**config.mk**
```make
export PLATFORM = sky130hd
export DESIGN_NAME = mc_cu
export DESIGN_NICKNAME = d
export VERILOG_FILES = /design/src/rtl/mc_cu.sv
export SDC_FILE = /design/constraint.sdc
export NUM_CORES = 1
export LEC_CHECK = 0
export CAP_MARGIN = 5
export CORE_UTILIZATION = 33
export DETAILED_ROUTE_END_ITERATION = 10
export GPL_TIMING_DRIVEN = 0
export PLACE_DENSITY_LB_ADDON = 0.12
export SYNTH_ARGS = -nofsm -noshare
export SYNTH_HDL_FRONTEND = slang
export SYNTH_SLANG_ARGS = --single-unit
```
**constraint.sdc**
```tcl
create_clock -name clk -period 1.7 [get_ports clk]
set_input_delay 0.255 -clock clk [delete_from_list [all_inputs] [get_ports clk]]
set_output_delay 0.255 -clock clk [all_outputs]
set_load 0.01 [all_outputs]
```
**src/rtl/mc_cu.sv**
```systemverilog
// mc_cu: multicycle MIPS-subset control unit sequencing IF/ID/EXE/MEM/WB for a shared-ALU datapath
module mc_cu (
  input  logic       clk,
  input  logic       resetn,
  input  logic [5:0] op,
  input  logic [5:0] func,
  input  logic       z,
  output logic       wpc,
  output logic       wir,
  output logic       wmem,
  output logic       wreg,
  output logic       iord,
  output logic       regrt,
  output logic       m2reg,
  output logic [3:0] aluc,
  output logic       shift,
  output logic       alusrca,
  output logic [1:0] alusrcb,
  output logic       sext,
  output logic [1:0] pcsource,
  output logic       jal,
  output logic [2:0] state
);
  typedef enum logic [2:0] {S_IF = 3'd0, S_ID = 3'd1, S_EXE = 3'd2, S_MEM = 3'd3, S_WB = 3'd4} state_t;
  state_t cur, nxt;
  logic r, i_add, i_sub, i_and, i_or, i_xor, i_sll, i_srl, i_sra, i_jr;
  logic i_addi, i_andi, i_ori, i_xori, i_lui, i_lw, i_sw, i_beq, i_bne, i_j, i_jal;
  logic i_imm, i_ls, br, jmp, valid;
  assign r      = op == 6'b000000;
  assign i_add  = r & (func == 6'b100000);
  assign i_sub  = r & (func == 6'b100010);
  assign i_and  = r & (func == 6'b100100);
  assign i_or   = r & (func == 6'b100101);
  assign i_xor  = r & (func == 6'b100110);
  assign i_sll  = r & (func == 6'b000000);
  assign i_srl  = r & (func == 6'b000010);
  assign i_sra  = r & (func == 6'b000011);
  assign i_jr   = r & (func == 6'b001000);
  assign i_addi = op == 6'b001000;
  assign i_andi = op == 6'b001100;
  assign i_ori  = op == 6'b001101;
  assign i_xori = op == 6'b001110;
  assign i_lui  = op == 6'b001111;
  assign i_lw   = op == 6'b100011;
  assign i_sw   = op == 6'b101011;
  assign i_beq  = op == 6'b000100;
  assign i_bne  = op == 6'b000101;
  assign i_j    = op == 6'b000010;
  assign i_jal  = op == 6'b000011;
  assign i_imm  = i_addi | i_andi | i_ori | i_xori | i_lui;
  assign i_ls   = i_lw | i_sw;
  assign br     = i_beq | i_bne;
  assign jmp    = i_j | i_jal | i_jr;
  assign valid  = i_add | i_sub | i_and | i_or | i_xor | i_sll | i_srl | i_sra
                | jmp | i_imm | i_ls | br;
  assign state  = cur;
  always_ff @(posedge clk or negedge resetn)
    if (!resetn) cur <= S_IF;
    else cur <= nxt;
  always_comb begin
    nxt = S_IF;
    {wpc, wir, wmem, wreg, iord, regrt, m2reg, shift, alusrca, sext, jal} = '0;
    aluc = 4'b0000;
    alusrcb = 2'b00;
    pcsource = 2'b00;
    case (cur)
      S_IF: begin
        wir = 1'b1;
        wpc = 1'b1;
        alusrcb = 2'b01;
        nxt = S_ID;
      end
      S_ID: begin
        alusrcb = 2'b11;
        sext = 1'b1;
        wpc = jmp;
        pcsource = i_jr ? 2'b10 : (i_j | i_jal) ? 2'b11 : 2'b00;
        jal = i_jal;
        wreg = i_jal;
        nxt = (jmp | ~valid) ? S_IF : S_EXE;
      end
      S_EXE: begin
        alusrca = 1'b1;
        alusrcb = (i_imm | i_ls) ? 2'b10 : 2'b00;
        sext = i_addi | i_ls;
        shift = i_sll | i_srl | i_sra;
        aluc = (i_sub | br) ? 4'b0100 : (i_and | i_andi) ? 4'b0001 : (i_or | i_ori) ? 4'b0101 :
               (i_xor | i_xori) ? 4'b0010 : i_lui ? 4'b0110 : i_sll ? 4'b0011 :
               i_srl ? 4'b0111 : i_sra ? 4'b1111 : 4'b0000;
        pcsource = br ? 2'b01 : 2'b00;
        wpc = (i_beq & z) | (i_bne & ~z);
        nxt = i_ls ? S_MEM : br ? S_IF : S_WB;
      end
      S_MEM: begin
        iord = 1'b1;
        wmem = i_sw;
        nxt = i_lw ? S_WB : S_IF;
      end
      S_WB: begin
        wreg = 1'b1;
        regrt = i_imm | i_lw;
        m2reg = i_lw;
      end
      default: ;
    endcase
    if (!resetn) {wpc, wir, wmem, wreg} = '0;
  end
endmodule
```
Yosys cells after proc, flatten, opt, wreduce, memory -nomap -nowiden

Index checks and enable logic that the tools add are counted.

Bits of input ports: 15
Logic and storage cells: 105
Output and inout bits: 22
Register bits: 3

Bitwise logic cells: 43
Equal/unequal tests: 23
Reductions and logical operators: 3
Muxes and demuxes: 35

Operators with widths:

| operator                                                         | count |
|---|---|
| 6-bit == test (second input constant)                            | 7 |
| 6-bit by 4-bit == test with 1-bit output (second input constant) | 6 |
| 4-bit 2-to-1 mux                                                 | 9 |
| 1-bit bitwise OR                                                 | 30 |
| 6-bit by 2-bit == test with 1-bit output (second input constant) | 4 |
| 1-bit 2-to-1 mux                                                 | 13 |
| 6-bit by 3-bit == test with 1-bit output (second input constant) | 2 |
| 6-bit zero test                                                  | 2 |
| 3-bit case mux with 4 select lines                               | 1 |
| 1-bit bitwise AND                                                | 11 |
| 3-bit 2-to-1 mux                                                 | 3 |
| 2-bit 2-to-1 mux                                                 | 4 |
| 3-bit by 2-bit == test with 1-bit output (second input constant) | 2 |
| 2-bit case mux with 3 select lines                               | 1 |
| 1-bit case mux with 2 select lines                               | 2 |
| 2-bit case mux with 2 select lines                               | 1 |
| 3-bit by 1-bit == test with 1-bit output (second input constant) | 1 |
| 3-bit == test (second input constant)                            | 1 |
| 3-bit zero test                                                  | 1 |
| 1-bit case mux with 3 select lines                               | 1 |
| 1-bit inverter                                                   | 2 |

Longest topological paths before layout

Gate-level depths: netlist (run 1).

Depth in word-level cells: 17
Depth in mapped cells: 5
Mapped depth without buffers: 5

Least setup slack after synthesis (run 1)

No wires, ideal clock.

Path kind: register -> output
From: register cur[1], in the netlist state[1]
To: output wpc
Cell stages (with the launch flop): 5
Required time: 1445 ps
Arrival: 1718 ps
Setup slack: -273 ps
Buffers on the path: 0
Path through: dfrtp_1 -> or3b_2 -> or2_2 -> nor2_1 -> o21a_1

Longest elaborated chain between the ends: 3
Elaborated cells between the ends (all ways): 5

Ends and longest elaborated chain:

| element                                                          | RTL line | RTL |
|---|---|---|
| start, declared                                                  | 25       | `state_t cur, nxt;` |
| start signal, assigned                                           | 59       | `else cur <= nxt;` |
| 3-bit by 2-bit == test with 1-bit output (tied with other cells) | 66       | `case (cur)` |
| 1-bit case mux with 3 select lines (*)                           | 66       |  |
| 1-bit 2-to-1 mux (*)                                             | 106      | `if (!resetn) {wpc, wir, wmem, wreg} = '0;` |
| end, declared                                                    | 8        | `output logic wpc,` |

Every way passes the cells marked *; elsewhere a longest branch is shown, timed or not.

Worst setup path in the final report (run 1)

From: input op[3]
To: output aluc[0]

Longest elaborated chain between the ends: 11
Elaborated cells between the ends (all ways): 28

Ends and longest elaborated chain:

| element                       | RTL line | RTL |
|---|---|---|
| start, declared               | 5        | `input logic [5:0] op,` |
| 6-bit zero test               | 29       | `assign r = op == 6'b000000;` |
| 1-bit bitwise AND             | 37       | `assign i_sra = r & (func == 6'b000011);` |
| 4-bit 2-to-1 mux (2 in a row) | 89       | `i_srl ? 4'b0111 : i_sra ? 4'b1111 : 4'b0000;` |
| 4-bit 2-to-1 mux (3 in a row) | 88       | `(i_xor \| i_xori) ? 4'b0010 : i_lui ? 4'b0110 : i_sll ? 4'b0011 :` |
| 4-bit 2-to-1 mux (2 in a row) | 87       | `aluc = (i_sub \| br) ? 4'b0100 : (i_and \| i_andi) ? 4'b0001 : (i_or \| i_ori) ? 4'b0101 :` |
| 4-bit 2-to-1 mux (*)          | 87       |  |
| 4-bit 2-to-1 mux (*)          | 66       |  |
| end, declared                 | 15       | `output logic [3:0] aluc,` |

Marks and branches as above.

==> reports/results.tsv, run 1 <==
metric	value	unit
status	complete, but fails checks	
failing checks	setup timing	
hold path startpoint	op[4]	
most area-consuming cells after synthesis	dfrtp_1 (13%), nor2_1 (9.4%), a31oi_1 (5.2%), nand3_1 (5.0%), nand2_1 (5.0%)	
Layout Skew	0.00238	ns
Final Core Density	67.0	%
Gate power share	67.7	%
Setup violations, final	11	
critical path type	in2out	
synthesized cell area	597	µm²
Max Cap Violations	0	
sw frac	38.8	%
Wirelength per Cell	12.6	µm
CP Max Fanout	4	
die area	1980	µm²
hold path cells	3	
syn_nets	105	
Global Route Usage Sum	22.6	%
Final Total Pwr	0.710	mW
Vias	857	
Layout area overhead	91.8	%
total congestion overflow	0	
router iterations before antenna repair	4	
Main synth FF type	dfrtp_1	
largest net degree at the start of global routing	11	
synth unique cells	38	
Synth Area per Inst	6.63	µm²
Slew HR	77.5	%
post-synth top area cell	dfrtp_1	
CP Buf/Inv Count	2	
Data required, critical path	1.44	ns
Switch Pwr	0.275	mW
Worst-path clk slew	0.04	ns
Vias per Instance	5.16	
n_diodes	0	
Max IR drop VDD	0.000312	V
Clock Latency Late Sink	0.23	ns
port bufs	32	
Placer Congestion	0.776	
crit path launch	op[3]	
total routed wirelength	2100	µm
Max Slew Vio Count	0	
# IOs	37	
largest delay contributor family on the critical path	simple AND/OR/NAND/NOR gates	
1st-iter DRT viols	23	
Fillers	159	
fmax	0.487	GHz
max reg flops	3	
crit share post-route	121	%
Syn Inst Count	90	
Post-DP HPWL	1400	µm
Initial Utilization	34.9	%
power density cells	620	nW/µm²
Crit. End Element	primary output	
Row Count	15	
clk sinks	3	
CP Depth	6	
PnR worst setup slack	-0.355	ns
cell with the largest stage delay on the worst path	or4_4	
first-pass GRT wire length	3420	µm
worst slew pin tran	0.336	ns
most used cell along the critical path	or4_4	
Max clock buf depth	2	
core box area	1710	µm²
RSZ-0062 raised after global routing	true	
DR DRC count	0	
sequential share of power	14.8	%
top-area cell type share of the netlist area	12.6	%
Die H	44.5	µm
sequential share of the synthesized area	12.6	%
critical path, cell by cell	buf_6 > or4_4 > or4_4 > o211ai_2 > a31oi_1 > buf_2	
Final min period	2.06	ns
reg2reg start	state[2]$_DFF_PN0_	
Hold WC Path Type	in2reg	
crit path launch type	input port	
P_int	0.434	mW
synth warn	0	
Post-synth ARST share	100	%
worst r2r path cells	3	
vias in the first global route	792	
# nets final	157	
Die Wd	44.5	µm
antenna viol nets, final	0	
CTS Root Cell	clkbuf_4	
FF+latch count, synth	3	
CTS buffer count	3	
fraction of layout cells with a size suffix above 1	47.5	%
Max H-tree Level	1	
CTS tree	yes	
Leakage Power	0.491	nW
worst stage delay on the critical path	0.57	ns
final hold vios	0	
CP arrival	1.80	ns
antenna violations before repair	0	
EDFF count, synth	0	
Clk network pwr share	17.5	%
-- cell usage in the layout, fill, tap and decap left out, drive strengths merged, types with 2 or more instances in the layout --
cell type      netlist  layout
nand3                6       6
or2                  3       3
clkbuf               3      10
a31oi                5       5
nand2                8       8
clkdlybuf4s50        0       5
nor3b                2       2
and2                 4       4
o21a                 2       2
nor2                15      15
a211oi               2       2
nor4b                2       2
dlygate4sd2          0       4
o21ai                3       3
dfrtp                3       3
or4                  3       3
inv                  5       5
a21boi               2       2
nand2b               2       2
buf                  2      34
nor3                 2       2
nand4b               2       2
-- layer usage --
metal,global-route usage (%),vias up,wire [µm]
li1,-,438,-
met1,26.4,384,884
met2,41.8,35,1090
met3,5.31,0,124
met4,4.24,0,0
met5,0,-,0
-- layout make-up --
class	count	area, µm²	share of cell area [%]
multi-input combinational	77	557	48.6
timing repair buffer	47	378	33.0
sequential	3	77.6	6.78
buffer	5	53.8	4.70
tap	25	31.3	2.73
clock buffer	4	26.3	2.30
inverter	5	21.3	1.86
-- Yosys cell counts (all sizes together) (2+ instances only) --
cell type,number
or4,3
or2,3
nor3b,2
a21boi,2
nand2b,2
nor3,2
o21a,2
nand3,6
o21ai,3
nand4b,2
and2,4
buf,2
nor2,15
a31oi,5
nor4b,2
nand2,8
inv,5
a211oi,2
clkbuf,3
dfrtp,3
-- worst paths after layout --
kind | to | slack, ns
min | state[0]$_DFF_PN0_ | 0.50
max reg2reg | state[1]$_DFF_PN0_ | 0.30
min in group asynchronous | state[0]$_DFF_PN0_ | 0.60
max | aluc[0] | -0.36
max in group asynchronous | state[2]$_DFF_PN0_ | 0.92
min reg2reg | state[0]$_DFF_PN0_ | 0.64
-- worst reg2reg max path: cells and delay by family, from the launching register on --
family | cells | cell delay [ns]
AND/OR/NAND/NOR | 1 | 0.38
AO/OA/AOI/OAI | 1 | 0.33
buffers and inverters | 1 | 0.15
flip-flops | 1 | 0.42
-- per-stage QoR --
stage          cell area [µm²]  std cells  hold slack [ns]  setup slack, ns  TNS (ns)
3_5_place_dp               970        147            0.502            -1.17    -13.76
3_3_place_gp               970        147            0.505            -1.15    -13.46
2_1_floorplan              618         90          -0.0406           -0.180    -0.375
4_1_cts                   1140        166            0.483           -0.392     -1.77
6_report                  1140        166            0.501           -0.355     -1.75
5_1_grt                   1140        166            0.527           -0.421     -2.35
-- power by group through the flow --
stage	clock, mW	combinational, mW	sequential, mW
3_5_place_dp	0	0.385	0.117
6_report	0.124	0.480	0.105
2_1_floorplan	0	0.185	0.119
3_3_place_gp	0	0.382	0.116
4_1_cts	0.129	0.475	0.105
5_1_grt	0.138	0.521	0.106
-- timing repair --
action	in CTS	in global routing
setup endpoints to repair	19	16
endpoints found under the hold margin	3	0
resized for setup	113	14
buffers inserted	14	1
hold buffers	1	0
pin swaps	11	5
-- logic make-up after synthesis --
family	Yosys count	synth area share, %
AND/OR/NAND/NOR	54	50.7
AO/OA/AOI/OAI	22	26.2
buffers and inverters	10	9.01
flip-flops	3	12.6
XOR/XNOR	1	1.47
Power figures use the tool's default switching activity.
==> run 2: changes to the inputs <==
--- a/config.mk
+++ b/config.mk
@@ -7,9 +7,11 @@
 export LEC_CHECK = 0
 export CAP_MARGIN = 5
 export CORE_UTILIZATION = 33
+export CTS_CLUSTER_DIAMETER = 100
 export DETAILED_ROUTE_END_ITERATION = 10
 export GPL_TIMING_DRIVEN = 0
 export PLACE_DENSITY_LB_ADDON = 0.12
+export SLEW_MARGIN = 20
 export SYNTH_ARGS = -nofsm -noshare
 export SYNTH_HDL_FRONTEND = slang
 export SYNTH_SLANG_ARGS = --single-unit
==> results of run 2 <==
Final layout, timing and power as in run 1 (identical DEF).
==> edit 1 (config.mk and constraints of run 2) <==
Make the reset (`resetn`) synchronous in one clocked block.
--- a/src/rtl/mc_cu.sv
+++ b/src/rtl/mc_cu.sv
@@ -54,7 +54,7 @@
   assign valid  = i_add | i_sub | i_and | i_or | i_xor | i_sll | i_srl | i_sra
                 | jmp | i_imm | i_ls | br;
   assign state  = cur;
-  always_ff @(posedge clk or negedge resetn)
+  always_ff @(posedge clk)
     if (!resetn) cur <= S_IF;
     else cur <= nxt;
   always_comb begin
Check against the original RTL: differs if resetn is asserted again (counterexample within 4 cycles, from zero or initial values and one cycle with resetn low); with resetn held inactive, the same outputs for 10 cycles.
==> edit 1 against run 2 <==
- the flow still finishes with violations (negative setup slack)
- cell count rose by 7.8%
- synthesized area rose by 12%
- synthesized cell count rose by 10%
- setup slack improved by 0.16 ns
- count of clock-buffer cells in the layout did not move
- final area rose by 4.8%
- global-route usage fell by 0.77 points
- wire length rose by 14%
- sequential cell count did not move
- highest routed layer is now met4
Power is not compared: it rests on default switching activity, and its combinational part moved more than twofold at a synthesized area within 25%.
==> edit 1: results (changes against run 2) <==
** Routing
- Top metal layer carrying routed signals :: met4 (was met3)
- Metal3 WL :: 133 um (was 124 um)
- Routed wl met2 :: 1210 um (was 1090 um)
- The routed length on met1 was 1040 um (was 884 um).
- The detailed router's first-iteration violation count was 27 (was 23).

** Layout
- The fraction of layout instances using a drive strength above 1 is 48.7% (was 47.5%).
- Buffers excl. clock :: 58 (was 52)
- FILL cells :: 158 (was 159)
- Non-filler instance count after layout :: 179 (was 166)
- Area fraction of clock buffers and clock inverters :: 2.19% (was 2.30%)
- The share of cell area taken by multi-input logic gates is 52.5% (was 48.6%).
- Non-clk buf share :: 36.4% (was 37.7%)
- Number of logic inverters in the finished layout :: 3 (was 5)
- The final net count is 170 (was 157).

** Timing
- The clock skew after layout was 0.00114 ns (was 0.00238 ns).
- # setup viols final :: 6 (was 11)
- The final worst-path setup slack is -0.191 ns (was -0.355 ns).
- The post-route setup TNS came to -0.693 ns (was -1.75 ns).
- Slew at the pin closest to its max-slew limit :: 0.284 ns (was 0.336 ns)

** Logic synthesis
- Leading post-synthesis cells by cell area: dfxtp_1 9.0%, nor2_1 8.4%, nand2b_1 5.6% (was dfrtp_1 13%, nor2_1 9.4%, a31oi_1 5.2%).
- The total nets after synthesis was 114 (was 105).
- Avg Cell Area, Syn :: 6.74 um^2 (was 6.63 um^2)
- Cell count after synthesis :: 99 (was 90)
- Seq/Total Area, Yosys :: 9.01% (was 12.6%)
- The main flop type after synthesis was dfxtp_1 (was dfrtp_1).
- The async set-reset flop share out of synthesis was 0% (was 100%).
- The number of distinct library cells after synthesis was 44 (was 38).
- Most numerous cell types in the synthesized netlist :: 15 x nor2_1, 8 x nand2_1, 6 x nand2b_1, 6 x nand3_1, 5 x o21ai_0 (was 15 x nor2_1, 8 x nand2_1, 6 x nand3_1, 5 x a31oi_1, 5 x inv_1)

** Run status
- Violated checks :: negative setup slack (unchanged)
- Result of the run :: complete, but fails checks (unchanged)

** Placement
- The post-placement cell count was 158 (was 147).
- The worst-case setup slack after placement was -0.941 ns (was -1.17 ns).
- The port buffer count is 34 (was 32).
- HPWL reported at the end of detailed placement :: 1580 um (was 1400 um)

** Global routing
- Met3 Resource Use GR :: 3.46% (was 5.31%)
- The global-route usage over all layers is 21.8% (was 22.6%).
- The met2 track demand over resource in global routing was 36.7% (was 41.8%).
- First-pass GRT wire length :: 3490 um (was 3420 um)
- The via count of the first global-routing pass is 803 (was 792).

** Min path
- Worst hold-check path type :: input pin to register (unchanged)

** Worst setup path
- The largest fanout on the critical path is 3 (was 4).
- Worst EP arrival :: 1.64 ns (was 1.80 ns)
## edit 1: cell types whose count changed in the layout (fill, tap and decap cells not counted), moves of 3 or more
cell,run 2,this run
buf_4,9,18
buf_6,10,4
nand4_1,0,4
and2_1,3,0
nand2b_1,2,5
## edit 1: worst paths after layout
path / startpoint / endpoint / slack (ns) / cells past startpoint
max: state[0] / alusrcb[1] / -0.19 / 5
min: func[0] / state[1] / 0.53 / 4
max reg2reg: state[0] / state[1] / 0.47 / 4
min reg2reg: state[1] / state[0] / 0.59 / 2
## edit 1: repair_timing
action | CTS | global route
buffers inserted | 13 | 7
pin swaps | 10 | 9
resized for setup | 97 | 34
endpoints found under the setup margin | 20 | 15
## edit 1: cells by family after synthesis
kind of cell              Yosys count  synth area share (%)
AOI/OAI and AO/OA                  21                  22.1
xor gates and xnor gates            1                  1.31
muxes                               1                  1.50
and+or+nand+nor                    63                  57.2
DFF                                 3                  9.01
buffers and inverters              10                  8.82
==> edit 2 (flow settings as in run 2) <==
Made on the original files. Add an input register stage for `op`, without a reset; this delays it by one clock. The other inputs are not delayed to match.
--- a/src/rtl/mc_cu.sv
+++ b/src/rtl/mc_cu.sv
@@ -22,11 +22,18 @@
   output logic [2:0] state
 );
   typedef enum logic [2:0] {S_IF = 3'd0, S_ID = 3'd1, S_EXE = 3'd2, S_MEM = 3'd3, S_WB = 3'd4} state_t;
+
+  logic [5:0] op_q;
+
+  always_ff @(posedge clk) begin
+    op_q <= op;
+  end
+
   state_t cur, nxt;
   logic r, i_add, i_sub, i_and, i_or, i_xor, i_sll, i_srl, i_sra, i_jr;
   logic i_addi, i_andi, i_ori, i_xori, i_lui, i_lw, i_sw, i_beq, i_bne, i_j, i_jal;
   logic i_imm, i_ls, br, jmp, valid;
-  assign r      = op == 6'b000000;
+  assign r      = op_q == 6'b000000;
   assign i_add  = r & (func == 6'b100000);
   assign i_sub  = r & (func == 6'b100010);
   assign i_and  = r & (func == 6'b100100);
@@ -36,17 +43,17 @@
   assign i_srl  = r & (func == 6'b000010);
   assign i_sra  = r & (func == 6'b000011);
   assign i_jr   = r & (func == 6'b001000);
-  assign i_addi = op == 6'b001000;
-  assign i_andi = op == 6'b001100;
-  assign i_ori  = op == 6'b001101;
-  assign i_xori = op == 6'b001110;
-  assign i_lui  = op == 6'b001111;
-  assign i_lw   = op == 6'b100011;
-  assign i_sw   = op == 6'b101011;
-  assign i_beq  = op == 6'b000100;
-  assign i_bne  = op == 6'b000101;
-  assign i_j    = op == 6'b000010;
-  assign i_jal  = op == 6'b000011;
+  assign i_addi = op_q == 6'b001000;
+  assign i_andi = op_q == 6'b001100;
+  assign i_ori  = op_q == 6'b001101;
+  assign i_xori = op_q == 6'b001110;
+  assign i_lui  = op_q == 6'b001111;
+  assign i_lw   = op_q == 6'b100011;
+  assign i_sw   = op_q == 6'b101011;
+  assign i_beq  = op_q == 6'b000100;
+  assign i_bne  = op_q == 6'b000101;
+  assign i_j    = op_q == 6'b000010;
+  assign i_jal  = op_q == 6'b000011;
   assign i_imm  = i_addi | i_andi | i_ori | i_xori | i_lui;
   assign i_ls   = i_lw | i_sw;
   assign br     = i_beq | i_bne;
Behaviour: not the same (Yosys sat finds a counterexample within 4 cycles, from zero or initial values and one cycle with resetn low).
==> edit 2 against run 2 <==
- power rose by 24%
- register-to-register slack got worse by 0.27 ns
- final area increased by 16%
- clock skew increased by 0.0075 ns
- non-clock buffer count up 9
- the flow still finishes with violations (negative setup slack)
- maximum frequency fell by 11%
- global-route usage is 0.86 points lower
- cell count increased by 10%
- setup slack got worse by 0.25 ns
- wire length rose by 14%
- sequential cell count rose by 6
- count of clock-buffer cells in the layout unchanged
- synthesized area up 20%
- die area grew 19%
==> edit 2: results (changes against run 2) <==
** Logic synthesis
- Most used DFF post-synth :: dfxtp_1 (was dfrtp_1)
- Mapped Nets :: 111 (was 105)
- The most common cell in the synthesized netlist is nor2_1 (unchanged).
- The total of warnings raised by yosys is 0 (unchanged).
- Avg Cell Area, Syn :: 7.47 um^2 (was 6.63 um^2)
- Most numerous cell types in the synthesized netlist: 15 x nor2_1, 8 x nand2_1, 6 x dfxtp_1, 6 x nand3_1 (was 15 x nor2_1, 8 x nand2_1, 6 x nand3_1, 5 x a31oi_1, 5 x inv_1).
- Leading post-synthesis cells by cell area: dfxtp_1 17%, dfrtp_1 10%, nor2_1 7.9% (was dfrtp_1 13%, nor2_1 9.4%, a31oi_1 5.2%).
- Seq/Total Area, Yosys :: 27.2% (was 12.6%)
- Number of distinct standard cells referenced by the synthesized netlist :: 39 (was 38)
- Proportion of register bits with asynchronous set or reset after synthesis :: 33.3% (was 100%)

** Routing
- The number of vias per cell after detailed routing is 5.34 (was 5.16).
- First-pass iteration count of the detailed router :: 4 (unchanged)
- The detailed router's first-iteration violation count is 18 (was 23).
- The average wire per standard cell is 13.1 um (was 12.6 um).

** Power
- Switching Fraction :: 35.9% (was 38.8%)
- The maximum ir drop on the vdd rail came to 0.500 mV (was 0.312 mV).
- The static power due to leakage was 0.575 nW (was 0.491 nW).

** Timing
- The final worst-path setup slack is -0.601 ns (was -0.355 ns).
- Fin Clk Skew :: 0.00987 ns (was 0.00238 ns)
- Slew at the pin closest to its max-slew limit :: 0.643 ns (was 0.336 ns)
- # setup viols final :: 14 (was 11)

** Worst setup path
- CP Max Fanout :: 3 (was 4)
- The data arrival time of the worst path came to 2.05 ns (was 1.80 ns).

** Global routing
- The number of antenna violations at the first check in global routing came to 0 (unchanged).
- Maximum number of pins on one net before global-route repair :: 11 (unchanged)
- The global-route usage over all layers was 21.8% (was 22.6%).
- The first-pass GRT wire length is 3950 um (was 3420 um).
- The via count of the first global-routing pass was 931 (was 792).

** Clocking
- Clk_lat worst skew :: 0.27 ns (was 0.23 ns)
- H-tree levels :: 1 (unchanged)
- Maximum buffer depth of the clock tree :: 2 (unchanged)
- The CTS clock-pin slew for the worst setup and hold paths came to 0.06 ns (was 0.04 ns).
- Clock root buffer master :: clkbuf_4 (unchanged)
- The CTS buffer count is 3 (unchanged).

** Run status
- Result of the run :: complete, but fails checks (unchanged)
- Violated checks :: negative setup slack (unchanged)

** Layout
- ANT cells :: 0 (unchanged)
- The number of standard cells in the layout, taps in and fillers out came to 183 (was 166).
- The fraction of layout instances using a drive strength above 1 was 46.2% (was 47.5%).
- Top register by number of flip-flops :: op_q
- The final net count is 172 (was 157).
- The number of flip-flops under the largest register name came to 6 (was 3).

** Placement
- The half-perimeter wire length of the detailed placement result is 1450 um (was 1400 um).
- Cell total after placement :: 157 (was 147)
- The weighted congestion at the end of routability-driven global placement was 0.801 (was 0.776).
- The port buffer count was 34 (was 32).

** Min path
- The type of the worst min-delay path is input pin to register (unchanged).
-- edit 2: power by group through the flow --
stage                     logic [mW]  registers, mW  clock network (mW)
after floorplan                0.185          0.276                   0
after global placement         0.386          0.272                   0
after detailed placement       0.387          0.273                   0
after CTS                      0.406          0.268               0.168
after global routing           0.470          0.280               0.186
final                          0.433          0.277               0.167
-- edit 2: critical path, cell delays in order (launching register included) --
cell      delay, ns
dfxtp_2        0.32
or4_4          0.55
or4_4          0.54
o211ai_2       0.17
a31oi_1        0.06
buf_2          0.14
-- edit 2: what timing repair did --
action,in CTS,in global routing
pin swaps,11,7
hold endpoints to repair,3,0
setup endpoints to repair,19,18
hold buffers,1,0
setup buffers,15,7
gates resized for setup,88,14
-- edit 2: area by class of cell --
type | count | area (um^2)
Inverter | 5 | 21.3
Buffer | 4 | 25.0
Multi-Input combinational cell | 77 | 549
Fill cell | 163 | 669
Clock buffer | 4 | 26.3
Sequential cell | 9 | 206
Timing Repair Buffer | 57 | 470
Tap cell | 27 | 33.8
-- edit 2: per-layer routing --
layer | global-route usage (%) | routed length [um]
met1 | 24.6 | 989
met2 | 36.6 | 1230
met3 | 3.77 | 109
met4 | 15.7 | 66
met5 | 0 | 0
-- edit 2: logic make-up after synthesis --
kind of cell           Yosys count  share of synthesized area [%]
AO/OA/AOI/OAI                   22                           21.8
XOR/XNOR                         1                           1.22
buffers and inverters           10                           7.50
flip-flops                       9                           27.2
AND/OR/NAND/NOR                 54                           42.2
-- edit 2: path summary, 6_finish.rpt --
kind                       slack [ns]       end  cells past startpoint      from
setup reg to reg                 0.03  state[1]                      6   op_q[3]
min in group asynchronous        0.58  state[0]                      2    resetn
setup / recovery                -0.60   aluc[1]                      5   op_q[3]
hold reg to reg                  0.64  state[1]                      2  state[1]
max in group asynchronous        0.95  state[2]                      2    resetn
hold / removal                   0.42   op_q[4]                      1     op[4]
-- edit 2: through the flow --
stage	cell area (um^2)	worst slack [ns]	hold WS, ns	TNS [ns]
finish	1330	-0.601	0.420	-4.48
global route	1330	-0.677	0.422	-5.78
CTS	1260	-0.620	0.425	-4.43
detailed placement	1110	-0.952	0.513	-8.28
global placement	1110	-0.922	0.510	-8.01
floorplan	738	-0.221	-0.0406	-0.488
